$ cat src/rtl/store_capture_fifo.sv
// store_capture_fifo: captures in-window core stores into a sequence-tagged FWFT FIFO with overflow accounting
module store_capture_fifo #(
  parameter int          DEPTH   = 8,
  parameter logic [31:0] ADDR_LO = 32'h0000_0000,
  parameter logic [31:0] ADDR_HI = 32'hFFFF_FFFF,
  parameter int          SEQ_W   = 16
) (
  input  logic                     clk,
  input  logic                     reset,
  input  logic                     memwrite_in,
  input  logic [31:0]              dataadr_in,
  input  logic [31:0]              writedata_in,
  output logic                     out_valid,
  input  logic                     out_ready,
  output logic [31:0]              out_addr,
  output logic [31:0]              out_data,
  output logic [SEQ_W-1:0]         out_seq,
  output logic [$clog2(DEPTH):0]   count,
  output logic                     full,
  output logic                     empty,
  output logic                     overflow,
  output logic [15:0]              drop_count,
  input  logic                     clear_overflow
);
  localparam int AW = $clog2(DEPTH);
  localparam int CW = AW + 1;

  logic [31:0]      r_addr [DEPTH];
  logic [31:0]      r_data [DEPTH];
  logic [SEQ_W-1:0] r_tag  [DEPTH];
  logic [AW-1:0]    r_wr;
  logic [AW-1:0]    r_rd;
  logic [CW-1:0]    r_count;
  logic [SEQ_W-1:0] r_seq;
  logic             r_overflow;
  logic [15:0]      r_drop;

  logic [32:0] w_lo_diff;
  logic [32:0] w_hi_diff;
  logic        w_qual;
  logic        w_full;
  logic        w_empty;
  logic        w_pop;
  logic        w_push;
  logic        w_drop;
  logic [15:0] w_drop_inc;

  // Window check via 33-bit borrow so a full-range window needs no constant comparisons
  always_comb begin
    w_lo_diff  = {1'b0, dataadr_in} - {1'b0, ADDR_LO};
    w_hi_diff  = {1'b0, ADDR_HI} - {1'b0, dataadr_in};
    w_qual     = memwrite_in && !w_lo_diff[32] && !w_hi_diff[32];
    w_full     = r_count == CW'(DEPTH);
    w_empty    = r_count == '0;
    w_pop      = !w_empty && out_ready;
    w_push     = w_qual && (!w_full || w_pop);
    w_drop     = w_qual && w_full && !w_pop;
    w_drop_inc = (r_drop == 16'hFFFF) ? r_drop : r_drop + 16'd1;
  end

  // Entry storage; contents are only visible through the empty-gated head outputs
  always_ff @(posedge clk) begin
    if (w_push) begin
      r_addr[r_wr] <= dataadr_in;
      r_data[r_wr] <= writedata_in;
      r_tag[r_wr]  <= r_seq;
    end
  end

  // Pointers, occupancy, sequence counter and overflow accounting; a same-cycle drop beats clear
  always_ff @(posedge clk) begin
    if (!reset) begin
      r_wr       <= '0;
      r_rd       <= '0;
      r_count    <= '0;
      r_seq      <= '0;
      r_overflow <= 1'b0;
      r_drop     <= '0;
    end else begin
      if (w_push) begin
        r_wr  <= r_wr + AW'(1);
        r_seq <= r_seq + SEQ_W'(1);
      end
      if (w_pop)
        r_rd <= r_rd + AW'(1);
      if (w_push != w_pop)
        r_count <= w_push ? r_count + CW'(1) : r_count - CW'(1);
      r_overflow <= w_drop || (r_overflow && !clear_overflow);
      r_drop     <= w_drop ? (clear_overflow ? 16'd1 : w_drop_inc) : (clear_overflow ? 16'd0 : r_drop);
    end
  end

  // Head entry falls through; outputs read zero while empty
  always_comb begin
    out_valid  = !w_empty;
    out_addr   = w_empty ? 32'd0 : r_addr[r_rd];
    out_data   = w_empty ? 32'd0 : r_data[r_rd];
    out_seq    = w_empty ? '0 : r_tag[r_rd];
    count      = r_count;
    full       = w_full;
    empty      = w_empty;
    overflow   = r_overflow;
    drop_count = r_drop;
  end
endmodule
$ cat config.mk
export PLATFORM = sky130hd
export DESIGN_NAME = store_capture_fifo
export DESIGN_NICKNAME = d
export VERILOG_FILES = /design/src/rtl/store_capture_fifo.sv
export SDC_FILE = /design/constraint.sdc
export NUM_CORES = 1
export LEC_CHECK = 0
export CAP_MARGIN = 20
export CORE_ASPECT_RATIO = 0.8
export CORE_UTILIZATION = 47
export CTS_BUF_LIST = sky130_fd_sc_hd__clkbuf_2
export DETAILED_ROUTE_END_ITERATION = 7
export PLACE_DENSITY = 0.72
export SYNTH_ARGS = -nofsm -noshare
export SYNTH_HDL_FRONTEND = slang
export SYNTH_SLANG_ARGS = --single-unit
$ cat constraint.sdc
create_clock -name clk -period 32.1 [get_ports clk]
set_clock_uncertainty 0.2 [all_clocks]
set_input_delay 3.21 -clock clk [delete_from_list [all_inputs] [get_ports clk]]
set_output_delay 3.21 -clock clk [all_outputs]
set_load 0.01 [all_outputs]
==> results.toml <==
[status]
status = "completed"

[clock_tree]
cts_sinks = 686
clk_pin_slew_ns = 0.11
cts_hold_buf = 0
h-tree-depth = 4
cts_tree = "built"
cts_setup_buffers = 0
cts.repair.resized = 0
cts-root-buf = "clkbuf_2"
clock_path_buffers = 3
clock_latency_ns = 1.28
cts_made_buffers = 160

[timing]
grt_setup_unrepaired = "false"
slew_headroom_pct = 30.14
max_freq_mhz = 122.8
hold_viol_final = 0
holdWs_ns = 0.2853
setup_viol = 0
drv_slew = 0
finalCritPeriodShare_pct = 25.37
worst_pin_slew_ns = 1.048
layout_min_cycle_time_ns = 8.142
worst_slack_ns = 23.96
tns_ns = 0

[floorplanning]
io_pins = 173
die_h_um = 214.3
initial_core_util_pct = 47.73
die_width_um = 267.4
design.die.area_mm2 = 0.05731
rows = 77
core_mm2 = 0.05549

[setup_path]
crit_required_ns = 28.69
crit_type = "reg -> out"
worstPathMaxFanout = 115
path_buf_inv = 2
critPathLaunchType = "flip-flop"
critical-path-top-delay-family = "buffers and inverters"
slowest_stage = "dfxtp_4"
cp.arrival_ns = 4.73
end_kind = "output port"
path_cells = "buf_12 -> mux4_2 -> mux2i_1 -> nor2_1 -> clkdlybuf4s50_1"
max_stage_delay_ns = 0.98

[layout]
register_area_mm2 = 0.02015
final_cells = 2453
final_area_mm2 = 0.03054
layout_commonest_cell = "edfxtp_1"
drive_above_1_share_pct = 26.58
fillers = 4339
layout_common_cells = "edfxtp_1 (640), clkbuf_2 (235), clkdlybuf4s50_1 (172)"
multi_input_area_mm2 = 0.006071
area_delta_synth_final_pct = 15.31
fin_nets = 1651

[placed_design]
portBuffers = 172
place_ws_ns = 25.14
hpwl_mm = 28.95
dp_cells = 2163
dpl_cell_area_mm2 = 0.02910
gp_congestion = 0.8210

[logic_synthesis]
yosys-top-cells-area = "edfxtp_1 (73%), mux4_2 (14%), dfxtp_1 (3.5%)"
syn_nets = 1361
ys.flop_type = "edfxtp_1"
ys_seq_elements = 686
yosys_warnings = 0
netlist_area_mm2 = 0.02649
async_reset_ff_share_pct = 0
synth_area_leader_cell = "edfxtp_1"
ys_types = 52
synth_edf_count = 640
yosysTopAreaCellShare_pct = 72.56
synthCells = 1285
yosysSeqAreaShare_pct = 76.04
avgSynthCellArea_um2 = 20.61

[global_route]
antenna_found_initial = 8
gr-total-overflow = 0
grt_pass1_vias = 14250
grt_pass1_wl_mm = 82.57
grt_max_degree = 116
grt_util_all_layers_pct = 19.47

[detailed_routing]
vias = 13540
drc = 0
drtAntennaViolNets = 0
viasPerCell = 5.521
wire_per_inst_um = 22.06
drt_iter0_markers = 917
routed_wirelength_mm = 54.10
dr.pass1.iters = 7

[power]
power_leakage_nw = 9.680
powerDensity_mw_per_mm2 = 71.52
ir_drop_v = 0.00004533

[run]
drv_cap = 0

[hold_path]
hold_path.class = "reg -> reg"
-- sequential cells by signal, summed over array words and instances (netlist names), named ones only --
signal,cells
r_addr,256
r_data,256
r_tag,128
drop_count,16
r_seq,16
count,4
r_rd,3
r_wr,3
overflow,1
-- cells in the mapped netlist, types with 2 or more instances --
master       n
a211oi_1     3
a21oi_1     23
a31oi_1      3
and2_1       2
and3_1       5
and4_1       7
buf_1       17
buf_2       12
clkbuf_1    33
dfxtp_1     46
edfxtp_1   640
ha_1         6
inv_1        8
inv_2        3
mux2i_1     86
mux4_2     160
nand2_1     23
nand2b_1     7
nand3_1      9
nand4_1     11
nor2_1      97
nor3_1       6
nor4_1       2
o2111ai_1    3
o211ai_1     2
o21ai_0     12
o311ai_0     4
o31ai_1      5
o41ai_1      4
or3_1       13
or4_1        5
xnor2_1      5
xor2_1       4
-- per-stage QoR --
| step | util (%) | total power, mW |
|---|---|---|
| floorplan | - | 1.408 |
| CTS | 55.01 | 2.218 |
| finish | 55.03 | 2.184 |
| global placement | 52.44 | 1.672 |
| detailed placement | 52.44 | 1.679 |
| global route | 55.02 | 2.300 |
-- power breakdown --
part	internal (mW)	switching [mW]	total, mW
Sequential	1.02	0.0334	1.05
Clock	0.205	0.333	0.538
Combinational	0.303	0.291	0.594
-- logic make-up after synthesis --
| family | after synthesis | synth area share (%) |
|---|---|---|
| AO/OA/AOI/OAI | 69 | 1.724 |
| XOR/XNOR | 9 | 0.2976 |
| adder cells (fa/ha/maj) | 7 | 0.3590 |
| buffers and inverters | 76 | 1.224 |
| flip-flops | 686 | 76.04 |
| multiplexers | 246 | 16.86 |
| AND/OR/NAND/NOR | 192 | 3.501 |
-- layer usage --
| metal | GRT usage (%) | share of wire [%] | up-vias |
|---|---|---|---|
| li1 | - | - | 5993 |
| met1 | 25.63 | 42 | 7028 |
| met2 | 30.23 | 48 | 435 |
| met3 | 6.477 | 7.6 | 76 |
| met4 | 7.222 | 1.6 | 10 |
| met5 | 0 | 0.11 | - |
-- final timing paths --
| kind | start | to | slack [ns] | cells past startpoint |
|---|---|---|---|---|
| setup / recovery | flip-flop | out_seq[6] | 23.96 | 5 |
| hold / removal | overflow | overflow | 0.29 | 2 |
| setup reg to reg | count[0] | r_data[5][13] | 28.15 | 5 |
| hold reg to reg | overflow | overflow | 0.29 | 2 |
-- worst register-to-register path, cell delays in order (launching register included) --
cell	delay (ns)
dfxtp_1	0.50
or4b_1	0.52
o21a_1	0.36
nand2_1	0.28
nor2_4	0.78
buf_4	0.82
-- layout make-up --
class                      instances  area share, %
multi-input combinational        523          19.88
clock buffer                     235          3.851
clock inverter                    49         0.8071
sequential                       686          65.98
inverter                          12         0.1926
timing repair buffer             192          6.170
antenna                            6        0.04916
tap                              750          3.073
Power figures use the tool's default switching activity.
